--- config.mk ---
export PLATFORM = sky130hd
export DESIGN_NAME = spram_result_reader
export DESIGN_NICKNAME = d
export VERILOG_FILES = /design/src/rtl/spram_result_reader.sv
export SDC_FILE = /design/constraint.sdc
export NUM_CORES = 1
export LEC_CHECK = 0
export BUFFER_PORTS_ARGS = -buffer_cell sky130_fd_sc_hd__buf_4
export CORE_MARGIN = 2
export CORE_UTILIZATION = 35
export DETAILED_ROUTE_END_ITERATION = 12
export SLEW_MARGIN = 40
export SYNTH_ARGS = -nofsm -noshare
export SYNTH_HDL_FRONTEND = slang
export SYNTH_SLANG_ARGS = --single-unit
--- constraint.sdc ---
create_clock -name clk -period 7 [get_ports clk]
set_input_delay 2.1 -clock clk [delete_from_list [all_inputs] [get_ports clk]]
set_output_delay 2.1 -clock clk [all_outputs]
set_load 0.05 [all_outputs]
--- src/rtl/spram_result_reader.sv ---
// rtl/spram_result_reader.sv - streams complex results out of the real/imag result RAMs (option: READER_CHKSUM_EN)
module spram_result_reader #(
    parameter int DATA_WIDTH = 32,
    parameter int ADDR_WIDTH = 4
) (
    input  logic                  clk,
    input  logic                  rst,
    input  logic                  start,
    input  logic [ADDR_WIDTH-1:0] base_addr,
    input  logic [ADDR_WIDTH:0]   count,
    output logic [ADDR_WIDTH-1:0] ram_addr,
    input  logic [DATA_WIDTH-1:0] ram_q_real,
    input  logic [DATA_WIDTH-1:0] ram_q_imag,
    output logic [DATA_WIDTH-1:0] out_real,
    output logic [DATA_WIDTH-1:0] out_imag,
    output logic                  out_valid,
    input  logic                  out_ready,
    output logic                  out_last,
    output logic                  busy,
`ifdef READER_CHKSUM_EN
    output logic [DATA_WIDTH-1:0] chksum,
`endif
    output logic                  done
);

    typedef enum logic [1:0] {
        S_IDLE   = 2'd0,
        S_RUN    = 2'd1,
        S_FINISH = 2'd2
    } state_t;

    localparam logic [ADDR_WIDTH:0]   CNT_ONE  = 1;
    localparam logic [ADDR_WIDTH-1:0] ADDR_ONE = 1;

    state_t                  state;
    state_t                  state_next;

    // Read sequencing
    logic [ADDR_WIDTH-1:0]   rd_ptr;
    logic [ADDR_WIDTH-1:0]   addr_q;
    logic [ADDR_WIDTH:0]     remaining;
    logic                    inflight;
    logic                    inflight_last;
    logic                    issue;
    logic                    issue_last;
    logic [ADDR_WIDTH-1:0]   issue_addr;
    logic                    start_accept;
    logic [2:0]              committed;

    // Two-entry output FIFO
    logic [DATA_WIDTH-1:0]   fifo_real [2];
    logic [DATA_WIDTH-1:0]   fifo_imag [2];
    logic                    fifo_last [2];
    logic                    wr_idx;
    logic                    rd_idx;
    logic [1:0]              occ;
    logic                    push;
    logic                    pop;

    logic                    done_q;

    assign push      = inflight;
    assign out_valid = (occ != 2'd0);
    assign pop       = out_valid && out_ready;
    assign out_real  = fifo_real[rd_idx];
    assign out_imag  = fifo_imag[rd_idx];
    assign out_last  = fifo_last[rd_idx];
    assign busy      = (state == S_RUN);
    assign done      = done_q;

    // FIFO slots still spoken for after this cycle's pop; a new read may only
    // be issued if its data is guaranteed a slot when it returns.
    assign committed = {1'b0, occ} + {2'b00, inflight} - {2'b00, pop};

    // The address port follows the issuing pointer and otherwise holds.
    assign ram_addr  = issue ? issue_addr : addr_q;

    // Next-state and read-issue decisions.
    always_comb begin
        state_next   = state;
        issue        = 1'b0;
        issue_last   = 1'b0;
        issue_addr   = rd_ptr;
        start_accept = 1'b0;
        case (state)
            S_IDLE: begin
                if (start) begin
                    start_accept = 1'b1;
                    if (count == '0) begin
                        state_next = S_FINISH;
                    end else begin
                        // First read goes out in the start cycle itself so the
                        // first beat appears two cycles later.
                        state_next = S_RUN;
                        issue      = 1'b1;
                        issue_addr = base_addr;
                        issue_last = (count == CNT_ONE);
                    end
                end
            end
            S_RUN: begin
                if ((remaining != '0) && (committed < 3'd2)) begin
                    issue      = 1'b1;
                    issue_last = (remaining == CNT_ONE);
                end
                // Leave as the final beat is accepted so done lands in the next cycle.
                if ((remaining == '0) && !inflight &&
                    ((occ == 2'd0) || ((occ == 2'd1) && pop))) begin
                    state_next = S_FINISH;
                end
            end
            S_FINISH: begin
                state_next = S_IDLE;
            end
            default: begin
                state_next = S_IDLE;
            end
        endcase
    end

    // State register, read pointer, remaining count and in-flight tracking.
    always_ff @(posedge clk) begin
        if (rst) begin
            state         <= S_IDLE;
            rd_ptr        <= '0;
            addr_q        <= '0;
            remaining     <= '0;
            inflight      <= 1'b0;
            inflight_last <= 1'b0;
        end else begin
            state         <= state_next;
            addr_q        <= ram_addr;
            inflight      <= issue;
            inflight_last <= issue_last;
            if (issue) begin
                rd_ptr <= issue_addr + ADDR_ONE;
            end
            if (start_accept) begin
                remaining <= count - {{ADDR_WIDTH{1'b0}}, issue};
            end else if (issue) begin
                remaining <= remaining - CNT_ONE;
            end
        end
    end

    // Output FIFO: RAM data is pushed the cycle after its read was issued.
    always_ff @(posedge clk) begin
        if (rst) begin
            fifo_real[0] <= '0;
            fifo_real[1] <= '0;
            fifo_imag[0] <= '0;
            fifo_imag[1] <= '0;
            fifo_last[0] <= 1'b0;
            fifo_last[1] <= 1'b0;
            wr_idx       <= 1'b0;
            rd_idx       <= 1'b0;
            occ          <= 2'd0;
        end else begin
            if (push) begin
                fifo_real[wr_idx] <= ram_q_real;
                fifo_imag[wr_idx] <= ram_q_imag;
                fifo_last[wr_idx] <= inflight_last;
                wr_idx            <= ~wr_idx;
            end
            if (pop) begin
                rd_idx <= ~rd_idx;
            end
            occ <= occ + {1'b0, push} - {1'b0, pop};
        end
    end

    // Done pulse: raised on acceptance of the final beat, or by FINISH itself
    // when nothing was streamed (count of zero).
    always_ff @(posedge clk) begin
        if (rst) begin
            done_q <= 1'b0;
        end else begin
            done_q <= ((state == S_RUN) && (state_next == S_FINISH) && pop) ||
                      ((state == S_FINISH) && !done_q);
        end
    end

`ifdef READER_CHKSUM_EN
    // Running XOR of real^imag over accepted beats, restarted by each accepted start.
    always_ff @(posedge clk) begin
        if (rst) begin
            chksum <= '0;
        end else if (start_accept) begin
            chksum <= '0;
        end else if (pop) begin
            chksum <= chksum ^ out_real ^ out_imag;
        end
    end
`else
    // Without the checksum option accepted beats only advance the FIFO.
`endif

endmodule

## Word level (Yosys, flattened, before mapping)

Memory sizes are Yosys's and may differ from the RTL's. A register that Yosys moved wholly into a read port is not among the register bits.
Cells that the tools add are included.

- Register bits after elaboration: 22
- Latch bits: 0
- RAM bits: 130
- Memory bits (read-only): 0
- Input port bits: 77
- Output and inout port bits: 72
- Word-level logic and storage cells: 91
- Memories: 3

- $add $sub $neg: 7
- Multiply operators: 0
- Divide/modulo/power cells: 0
- Magnitude comparators: 1
- Equality and inequality tests: 6
- Shifts and indexed selects: 0
- Muxes and demuxes: 40
- Bitwise operators: 2
- Reduce and logical (&&, ||, !) cells: 22

Memory list:

| name | depth | bits a word | read ports | clocked after memory_dff | wr ports | RTL line | RTL |
|---|---|---|---|---|---|---|---|
| fifo_imag | 2 | 32 | 1 | 1 | 2 | 52 | `logic [DATA_WIDTH-1:0] fifo_imag [2];` |
| fifo_real | 2 | 32 | 1 | 1 | 2 | 51 | `logic [DATA_WIDTH-1:0] fifo_real [2];` |
| fifo_last | 2 | 1 | 1 | 1 | 2 | 53 | `logic fifo_last [2];` |

Operators by type and width:

| operator | number |
|---|---|
| 2-to-1 mux 32 bit | 2 |
| OR reduction 32 bit | 2 |
| 2-to-1 mux 1 bit | 26 |
| 2-to-1 mux 4 bit | 4 |
| equality test 5 x 1 -> 1 bit, second input constant | 2 |
| logical NOT 5 bit | 2 |
| 2-to-1 mux 5 bit | 2 |
| logical AND 1 bit | 8 |
| 2-to-1 mux 2 bit | 3 |
| nonzero test 5 bit | 1 |
| subtractor 5 x 1 -> 5 bit | 1 |
| subtractor 5 x 1 -> 5 bit, second input constant | 1 |
| adder 4 x 1 -> 4 bit, second input constant | 1 |
| equality test 2 x 1 -> 1 bit, second input constant | 2 |
| equality test 2 bit, second input constant | 2 |
| logical NOT 2 bit | 2 |
| case mux 1 bit (2 select lines) | 2 |
| case mux 2 bit (2 select lines) | 1 |
| nonzero test 2 bit | 2 |
| adder 2 x 1 -> 3 bit | 1 |
| < comparator 3 x 2 -> 1 bit, second input constant | 1 |
| subtractor 3 x 1 -> 3 bit | 1 |
| adder 2 x 1 -> 2 bit | 1 |
| logical NOT 1 bit | 2 |
| 4 further kinds | 6 |

## Logic depth before layout (Yosys ltp)

Gate-level depths: netlist of run 1.

- Word-level depth: 11
- Mapped depth: 15
- Mapped depth without buffers: 14

## Least setup slack after synthesis of run 1

No wires, ideal clock.

- Kind: in2out
- Start: in out_ready
- End: out ram_addr[0]
- Arrival: 4.750 ns
- Required time: 4.900 ns
- Slack: 0.150 ns
- Stages on the path: 11
- Buffers on the path: 1
- Cell sequence: inv_1 a21oi_1 ha_1 inv_1 ha_1 fa_1 nor3b_1 and3_1 buf_6 nand2_1 a31oi_1

- Longest elaborated chain between the ends: 7

Ends and longest elaborated chain:

| what | RTL line | RTL |
|---|---|---|
| from (decl) | 17 | `input logic out_ready,` |
| logical AND 1 bit | 64 | `assign pop = out_valid && out_ready;` |
| via pop | 58 | `logic pop;` |
| subtractor 3 x 1 -> 3 bit | 73 | `assign committed = {1'b0, occ} + {2'b00, inflight} - {2'b00, pop};` |
| via committed[1] | 48 | `logic [2:0] committed;` |
| < comparator 3 x 2 -> 1 bit | 102 | `if ((remaining != '0) && (committed < 3'd2)) begin` |
| logical AND 1 bit | 102 |  |
| 2-to-1 mux 1 bit | 102 |  |
| case mux 1 bit (2 select lines) | 85 | `case (state)` |
| 2-to-1 mux 4 bit | 76 | `assign ram_addr = issue ? issue_addr : addr_q;` |
| to (decl) | 11 | `output logic [ADDR_WIDTH-1:0] ram_addr,` |

The timed path passes the listed nets, and every way through them passes these cells.

## Worst setup path after layout of run 1

- Start: in out_ready
- End: out ram_addr[2]

Same word-level chain as after synthesis.

==> results of run 1 <==
cell usage after synthesis (all sizes together), types with 3 or more instances:
library cell  number
a211oi             3
a31oi              3
nor3               6
dfxtp             23
nor2              16
nor3b              7
mux2              65
nand3              4
and2             136
a221oi             6
ha                 7
o21ai              4
nor2b              3
xor2               5
clkbuf            25
inv               11
nand2             12
xnor2              4
buf                3
a21oi              6
edfxtp           130
and3               3
path summary, 6_finish.rpt:
kind                            startpoint      endpoint  slack (ns)  cells after the start
worst min-delay path             addr_q[0]     addr_q[0]        0.51                      2
worst max register to register      occ[1]  remaining[2]        3.44                     15
worst min register to register   addr_q[0]     addr_q[0]        0.51                      2
worst max-delay path             out_ready   ram_addr[2]        0.29                     12
area by class of cell:
cell class                 count  area [um2]  area share (%)
clock inverter                15         144            1.61
inverter                      11        41.3           0.463
tap                          265         332            3.72
multi-input combinational    311        2340            26.3
sequential                   153        4370            48.9
timing repair buffer         160        1270            14.2
clock buffer                  17         425            4.77
cells by family after synthesis:
logic type | after synthesis | synth area share, %
AOI/OAI and AO/OA | 32 | 3.42
xor gates and xnor gates | 9 | 1.15
adders and majority gates | 8 | 1.57
buffers and inverters | 39 | 2.29
DFF | 153 | 63.8
muxes | 65 | 10.7
and+or+nand+nor | 197 | 17.1
per-stage QoR:
step / util [%] / instances / hold WS, ns / cell area [um2] / setup slack, ns
2_1_floorplan: - / 503 / 0.466 / 6840 / 0.150
3_3_place_gp: 42.7 / 895 / 0.482 / 8250 / 0.413
3_5_place_dp: 43.2 / 900 / 0.494 / 8360 / 0.292
4_1_cts: 46.2 / 932 / 0.505 / 8920 / 0.287
5_1_grt: 46.2 / 932 / 0.528 / 8920 / 0.0801
6_report: 46.2 / 932 / 0.506 / 8920 / 0.292
state kept, by name, indices dropped and copies added (netlist names), named ones only:
name / count
addr_q: 4
done: 1
fifo_imag: 64
fifo_last: 2
fifo_real: 64
inflight: 1
inflight_last: 1
occ: 2
rd_idx: 1
rd_ptr: 4
remaining: 5
state: 2
wr_idx: 1
routing by layer:
layer,wire (um),up-vias
met5,0,-
met4,174,0
met3,869,15
met2,7730,127
met1,6480,2192
li1,-,2094
tightest hold or removal path, stage by stage (launching register included):
cell and delay [ns]:
dfxtp_1 0.30, nand2_1 0.07, a311oi_1 0.08
where the power goes:
part / switching (mW) / leakage, nW / internal [mW]
sequential: 0.0566 / 1.55 / 1.11
combinational: 0.707 / 1.80 / 0.403
clock: 0.388 / 0.268 / 0.496
total: 1.15 / 3.61 / 2.01
==> summary.md, run 1 <==
| Metric | Value |
|---|---|
| Status | finished, final reports clean |
| Final min period | 6.71 ns |
| Max-slew violations | 0 |
| Leading area contributor after synthesis | edfxtp_1 |
| Ant. Diodes | 0 |
| Worst min path class | reg2reg |
| IO Port Bufs | 148 |
| CP required | 4.90 ns |
| Detail Placement HPWL | roughly 10000 um |
| Fin. Hold Viols | 0 |
| CTS max path bufs | 2 |
| GPL Wtd Cong | 0.831 |
| Critical Path, Cell by Cell | buf_4 -> inv_1 -> a21oi_1 -> ha_1 -> inv_1 -> ha_1 -> fa_1 -> nor3b_1 -> nand3_1 -> a221oi_1 -> nor2_1 -> buf_4 |
| CP max stage cell | fa_1 |
| Startpoint Class | input pin |
| Max Cap Viol | 0 |
| FP Rows | 51 |
| Number of synthesized register bits | approximately 150 |
| Crit path largest cell delay | around 0.46 ns |
| Fillcell total | between 1500 and 2000 |
| Final antenna-violating net count | 0 |
| Top cell type's share of synthesized area | a little under three fifths |
| Setup Viol. Count Final | 0 |
| Worst slew pin tran | 0.650 ns |
| Max Clock Skew | around 0.0085 ns |
| Post-Route WL | between 15000 and 20000 um |
| Num CTS Buffers | 17 |
| Bufs and invs on worst path | 4 |
| Synth Cell Area | 6840 um2 |
| Crit Path Class | in2out |
| Gr busiest metal | met2 |
| Share of layout cells above drive strength 1 | 39.6% |
| CTS H-tree depth | 4 |
| Post-CTS Setup Inserts | 0 |
| Static Leak | ~3.6 nW |
| GRT met3 Usage | between 4 and 5% |
| CTS tree | done |
| DR vias | around 4400 |
| Async SR Flop Fraction | 0% |
| Clk root buf | clkbuf_16 |
| GR Overflow Total | 0 |
| Vias in the first global route | about 4600 |
| Syn_area_per_cell | between 10 and 15 um2 |
| PwrDens | 354 nW/um2 |
| GRT met2 Usage | a little over a quarter |
| Power Total | ~3.2 mW |
| EDFF count, synth | 130 |
| Most frequent cells in the layout | 155 x buf_4, 134 x and2_1, 130 x edfxtp_1 |
| Max_slew headroom | between 50% and 60% |
| 1st-iter DRT viols | about 210 |
| Seq/Total Area, Yosys | 63.8% |
| Top post-synthesis cells by area | edfxtp_1 57%, and2_1 12%, mux2_2 11%, dfxtp_1 6.7%, clkbuf_1 1.4% |
| Pre-antenna DRT Iters | 4 |
| Setup TNS | 0 ns |
| Chip height | about 140 um |
| Clock sinks | between 150 and 200 |
| Largest net degree at the start of global routing | 66 |
| DIE WIDTH | 144 um |
| Initial antenna violation count | 0 |
| Peak Freq | roughly 0.15 GHz |
| I/O pin total | 149 |
| Commonest non-fill, non-tap cell in the layout | buf_4 |
| Clk pin slew, worst setup/hold paths | 0.06 ns |
| Worst setup EP type | primary output |
| DRC violations left | 0 |
| Worst VDD drop | 0.000200 V |
| Mapped Nets | 588 |
| Area growth, synth to finish | 30.4% |
| Post-synthesis cell type count | 43 |
| Worst-path fanout max | 4 |
| Gr usage total | between 10% and 20% |
| Worst EP arrival | 4.61 ns |
| DIE AREA | between 20000 and 25000 um2 |
| GRT met1 Usage | 18.0% |
| Avg WL per Cell | 16.4 um |
| Resize count post-CTS | 0 |
| Hold-fix buffers, CTS | 0 |
| Post-Syn Instances | approximately 500 |
| Initial core utilization | 35.4% |
| Final period utilization | between 90 and 100% |
| Yosys warns | 0 |
| Clk_lat worst skew | 0.43 ns |
| Final #Nets | 739 |
| First-pass GRT wire length | 23500 um |
| RSZ-0062 raised after global routing | no |
| Delay-heaviest family, CP | adder cells |
| Top FF cell, synth | edfxtp_1 |
| Vias per inst | between 4 and 5 |
| CORE AREA | 19300 um2 |
(Power assumes the default switching activity.)
==> inputs of run 2 (changes only) <==
clock period = 6.2 ns   (was 7 ns; I/O delays follow)
==> run 2 against run 1 <==
Effect of this change: wire length fell by 1.8%; count of clock-buffer cells in the layout rose by 1; sequential power rose by 13%; cell area barely moved; total power rose by 13%; sequential share of layout area barely moved; final cell count fell by 0.11%; register-to-register slack got worse by 0.48 ns; largest cell class unchanged; core utilization barely moved; die area did not move.
==> summary.md, run 2 (synthesized netlist as in run 1, its figures left out) <==
| Metric | Value |
|---|---|
| Status | finished, final reports clean |
| Vias in the first global route | 4631 |
| Internal power | 2.27 mW |
| Vias per inst | about 4.7 |
| CP required | between 4 and 5 ns |
| Peak Freq | 0.165 GHz |
| Worst setup margin | 0.122 ns |
| Final period utilization | between 90% and 100% |
| Psw | roughly 1.3 mW |
| Post-CTS Setup Inserts | 0 |
| R2r setup slk | roughly 3 ns |
| GPL Wtd Cong | 0.820 |
| IO Port Bufs | between 100 and 150 |
| First-pass GRT wire length | roughly 23000 um |
| Worst Hold Slack | 0.520 ns |
| Static Leak | 3.61 nW |
| Hold Path Depth | 2 |
| Final min period | between 6 and 7 ns |
| Hold endpoint | rd_ptr[1] |
| DIE WIDTH | ~140 um |
| Hold-fix buffers, CTS | 0 |
| Dpl ws | -0.0442 ns |
| Ant. Diodes | 0 |
| Max_slew headroom | 57.3% |
| CTS tree | done |
| Worst VDD drop | about 0.00022 V |
| Resize count post-CTS | 1 |
| RR Startpoint | occ[1] |
| Final antenna-violating net count | 0 |
| Clock sinks | 153 |
| Largest net degree at the start of global routing | between 60 and 70 |
| Startpoint Class | input pin |
| Pre-antenna DRT Iters | 4 |
| Chip height | around 140 um |
| Num CTS Buffers | 17 |
| DR vias | between 4000 and 5000 |
| Reg power frac | a little over a third |
| Share of layout cells above drive strength 1 | between 40% and 50% |
| Clk pin slew, worst setup/hold paths | 0.07 ns |
| DRC violations left | 0 |
| Max Clock Skew | between 0.007 and 0.008 ns |
| Max-slew violations | 0 |
| Worst setup EP type | primary output |
| Hold_sp | rd_ptr[1] |
| Initial core utilization | 35.4% |
| RR Endpoint | remaining[2] |
| 1st-iter DRT viols | 166 |
| Worst Reg-to-Reg Cells | 14 |
| Commonest non-fill, non-tap cell in the layout | buf_4 |
| Clk root buf | clkbuf_16 |
| GR Overflow Total | 0 |
| Largest regs | fifo_imag: 64 flops, fifo_real: 64 flops, remaining: 5 flops |
| PwrDens | approximately 400 nW/um2 |
| Fin. Hold Viols | 0 |
| Worst EP arrival | 4.22 ns |
| CTS H-tree depth | 4 |
| CORE AREA | 19300 um2 |
| I/O pin total | 149 |
| Worst-path fanout max | 5 |
| Max Cap Viol | 0 |
| Comb pwr share | 35.4% |
| Post-Route WL | about 15000 um |
| Final #Nets | about 740 |
| Avg WL per Cell | around 16 um |
| Fillcell total | between 1500 and 2000 |
| CTS max path bufs | 2 |
| DIE AREA | just over 20000 um2 |
| Clk pwr share | approximately 28% |
| Crit Path Class | in2out |
| Initial antenna violation count | 0 |
| Worst slew pin tran | around 0.64 ns |
| Area growth, synth to finish | 30.5% |
| FP Rows | 51 |
| Worst min path class | reg2reg |
| Switching part of the total | 36.6% |
| Clk_lat worst skew | 0.42 ns |
| Detail Placement HPWL | around 9700 um |
| Gr usage total | 14.7% |
| Setup Viol. Count Final | 0 |
| Most frequent cells in the layout | 155 x buf_4, 134 x and2_1, 130 x edfxtp_1 |
[run 2: layout make-up]
type | instances | area (um2) | area share, %
Sequential cell | 153 | 4370 | 48.9
Multi-Input combinational cell | 311 | 2380 | 26.6
Timing Repair Buffer | 159 | 1240 | 13.9
Clock buffer | 18 | 429 | 4.81
Tap cell | 265 | 332 | 3.71
Clock inverter | 14 | 139 | 1.56
Inverter | 11 | 41.3 | 0.462
[run 2: stage by stage]
step	util [%]	instances	power, mW	instance area [um2]	TNS (ns)
2_1_floorplan	-	503	2.20	6850	0
3_3_place_gp	42.7	895	2.55	8250	0
3_5_place_dp	43.1	899	2.60	8330	-0.0963
4_1_cts	46.1	931	3.61	8910	0
5_1_grt	46.2	931	3.74	8930	-0.0347
6_report	46.2	931	3.58	8930	0
[run 2: critical path, stage by stage]
cell and delay (ns):
buf_4 0.11, inv_1 0.06, a21oi_1 0.05, ha_1 0.29, inv_1 0.04, ha_1 0.18
fa_1 0.49, nor3b_2 0.30, nand3_2 0.19, a221oi_2 0.36, nor2_1 0.09, buf_4 0.19
[run 2: worst max-delay path by stage]
stage / startpoint / end / depth (start not counted)
after global routing: out_ready / ram_addr[1] / 12
after CTS: out_ready / ram_addr[3] / 12
final: out_ready / ram_addr[3] / 12
after global placement: out_ready / ram_addr[3] / 12
after floorplan: out_ready / ram_addr[1] / 10
after detailed placement: out_ready / ram_addr[3] / 12
[run 2: per-layer routing]
metal	vias to the layer above	global-route usage, %	wire length, um
met1	2171	18.0	6480
met3	15	4.13	796
met2	129	25.4	7540
li1	2100	-	-
met4	0	4.23	168
met5	-	0	0
[run 2: power groups by stage]
stage	clock, mW	combinational, mW	sequential [mW]
final	1.00	1.27	1.31
after global routing	1.07	1.34	1.32
after CTS	1.03	1.27	1.31
after detailed placement	0	1.27	1.33
after global placement	0	1.18	1.37
after floorplan	0	0.898	1.30
==> inputs of run 3 (changes only) <==
--- a/config.mk
+++ b/config.mk
@@ -7,5 +7,5 @@
 export LEC_CHECK = 0
 export BUFFER_PORTS_ARGS = -buffer_cell sky130_fd_sc_hd__buf_4
-export CORE_MARGIN = 2
+export CORE_MARGIN = 4
 export CORE_UTILIZATION = 35
 export DETAILED_ROUTE_END_ITERATION = 12
==> constraint.sdc (replaced) <==
create_clock -name clk -period 6.2 [get_ports clk]
set_input_delay 1.24 -clock clk [delete_from_list [all_inputs] [get_ports clk]]
set_output_delay 1.24 -clock clk [all_outputs]
set_load 0.05 [all_outputs]
==> run 3 against run 2 <==
Effect of this change: clock skew is 0.0023 ns lower; final cell count decreased by 1.1%; first-iteration DRC count is 36% higher; critical path type unchanged.
==> summary.md, run 3 (synthesized netlist as in run 1, its figures left out) <==
| Metric | Value |
|---|---|
| Static Leak | approximately 3.6 nW |
| IO Port Bufs | around 150 |
| Non-filler cells, final | between 900 and 1000 |
| PwrDens | 407 nW/um2 |
| 1st-iter DRT viols | 226 |
| Fin. Hold Viols | 0 |
| Post-Route WL | 15100 um |
| CORE AREA | 19000 um2 |
| Share of layout cells above drive strength 1 | ~39% |
| DR vias | 4354 |
| GRT met1 Usage | about 18% |
| FP Rows | 50 |
| Dpl ws | slightly above 0.8 ns |
| Largest regs | fifo_imag: 64 flops, fifo_real: 64 flops, remaining: 5 flops |
| Final min period | 5.40 ns |
| Worst-path fanout max | 13 |
| Worst slew pin tran | ~0.69 ns |
| DIE AREA | roughly 22000 um2 |
| Final Util | between 40% and 50% |
| Clk root buf | clkbuf_16 |
| Most frequent cells in the layout | 150 x buf_4, 134 x and2_1, 130 x edfxtp_1 |
| I/O pin total | 149 |
| Commonest non-fill, non-tap cell in the layout | buf_4 |
| Gr usage total | 13.9% |
| Clk pin slew, worst setup/hold paths | roughly 0.060 ns |
| Area growth, synth to finish | 30.0% |
| CTS max path bufs | 2 |
| CTS H-tree depth | 4 |
| Status | finished, final reports clean |
| Area after DPL | 8290 um2 |
| Setup TNS | 0 ns |
| Max_slew headroom | about 54% |
| Gr busiest metal | met2 |
| Hold-fix buffers, CTS | 0 |
| Post-CTS Setup Inserts | 0 |
| Max Clock Skew | 0.00567 ns |
| Worst min path class | reg2reg |
| Vias in the first global route | around 4600 |
| Placed Instances | around 890 |
| Final #Nets | around 730 |
| Vias per inst | ~4.7 |
| Worst EP arrival | 4.16 ns |
| Detail Placement HPWL | 9700 um |
| Post-route cell area | 8900 um2 |
| GRT met2 Usage | between 20 and 25% |
| Worst VDD drop | 0.000207 V |
| Worst setup margin | between 0.7 and 0.8 ns |
| Startpoint Class | input pin |
| RSZ-0062 raised after global routing | no |
| GR Overflow Total | 0 |
| Num CTS Buffers | 17 |
| First-pass GRT wire length | roughly 24000 um |
| Chip height | 148 um |
| Setup Viol. Count Final | 0 |
| DRC violations left | 0 |
| Pre-antenna DRT Iters | 4 |
| Initial core utilization | between 30% and 40% |
| Clk_lat worst skew | approximately 0.4 ns |
| Ant. Diodes | 0 |
| CTS tree | done |
| GRT met3 Usage | about 3.5% |
| Clock sinks | 153 |
| Peak Freq | roughly 0.19 GHz |
| CP required | roughly 5.0 ns |
| Final period utilization | 87.2% |
| DIE WIDTH | between 100 and 150 um |
| Largest net degree at the start of global routing | between 60 and 70 |
| Resize count post-CTS | 0 |
| R2r setup slk | 2.43 ns |
| Max-slew violations | 0 |
| Final antenna-violating net count | 0 |
| Avg WL per Cell | 16.4 um |
| GPL Wtd Cong | 0.795 |
| Max Cap Viol | 0 |
| Power Total | roughly 3.6 mW |
| Worst setup EP type | primary output |
| Worst Hold Slack | a little over 0.5 ns |
| Initial antenna violation count | 0 |
| Crit Path Class | in2out |
[run 3: changes by cell type in the layout (fill, tap and decap cells not counted), sizes merged]
cell | previous run | this run
buf | 159 | 154
clkinv | 2 | 5
inv | 17 | 13
clkbuf | 18 | 19
clkinvlp | 5 | 2
bufinv | 1 | 4
[run 3: worst paths after layout]
check / from / endpoint / cells past startpoint
max: out_ready / ram_addr[3] / 12
min: addr_q[0] / addr_q[0] / 2
max reg2reg: occ[1] / remaining[2] / 14
min reg2reg: addr_q[0] / addr_q[0] / 2
[run 3: metal layers]
metal  routed length (um)  vias to the layer above  part of all wire [%]
met3                  853                       18                   5.7
met5                    0                        -                     0
met4                  182                        0                   1.2
met2                 7440                      116                    49
met1                 6600                     2136                    44
li1                     -                     2084                     -
[run 3: cell type report]
cell class                      instances  area, um2
Timing Repair Buffer                  154       1210
Multi-Input combinational cell        311       2350
Clock buffer                           19        433
Inverter                               11       41.3
Clock inverter                         13        175
Fill cell                            1726      10100
Tap cell                              260        325
Sequential cell                       153       4370
[run 3: where the power goes]
| part | internal [mW] | switching (mW) |
|---|---|---|
| Combinational | 0.443 | 0.816 |
| Sequential | 1.25 | 0.0446 |
| Clock | 0.671 | 0.396 |
| Total | 2.36 | 1.26 |
[run 3: worst max-delay path, stage by stage]
cell and delay (ns):
buf_4 0.07, inv_1 0.04, a21oi_1 0.28, ha_1 0.30, inv_1 0.06, ha_1 0.16
fa_1 0.45, nor3b_1 0.38, nand3_1 0.42, a221oi_1 0.47, nor2_1 0.09, buf_4 0.20
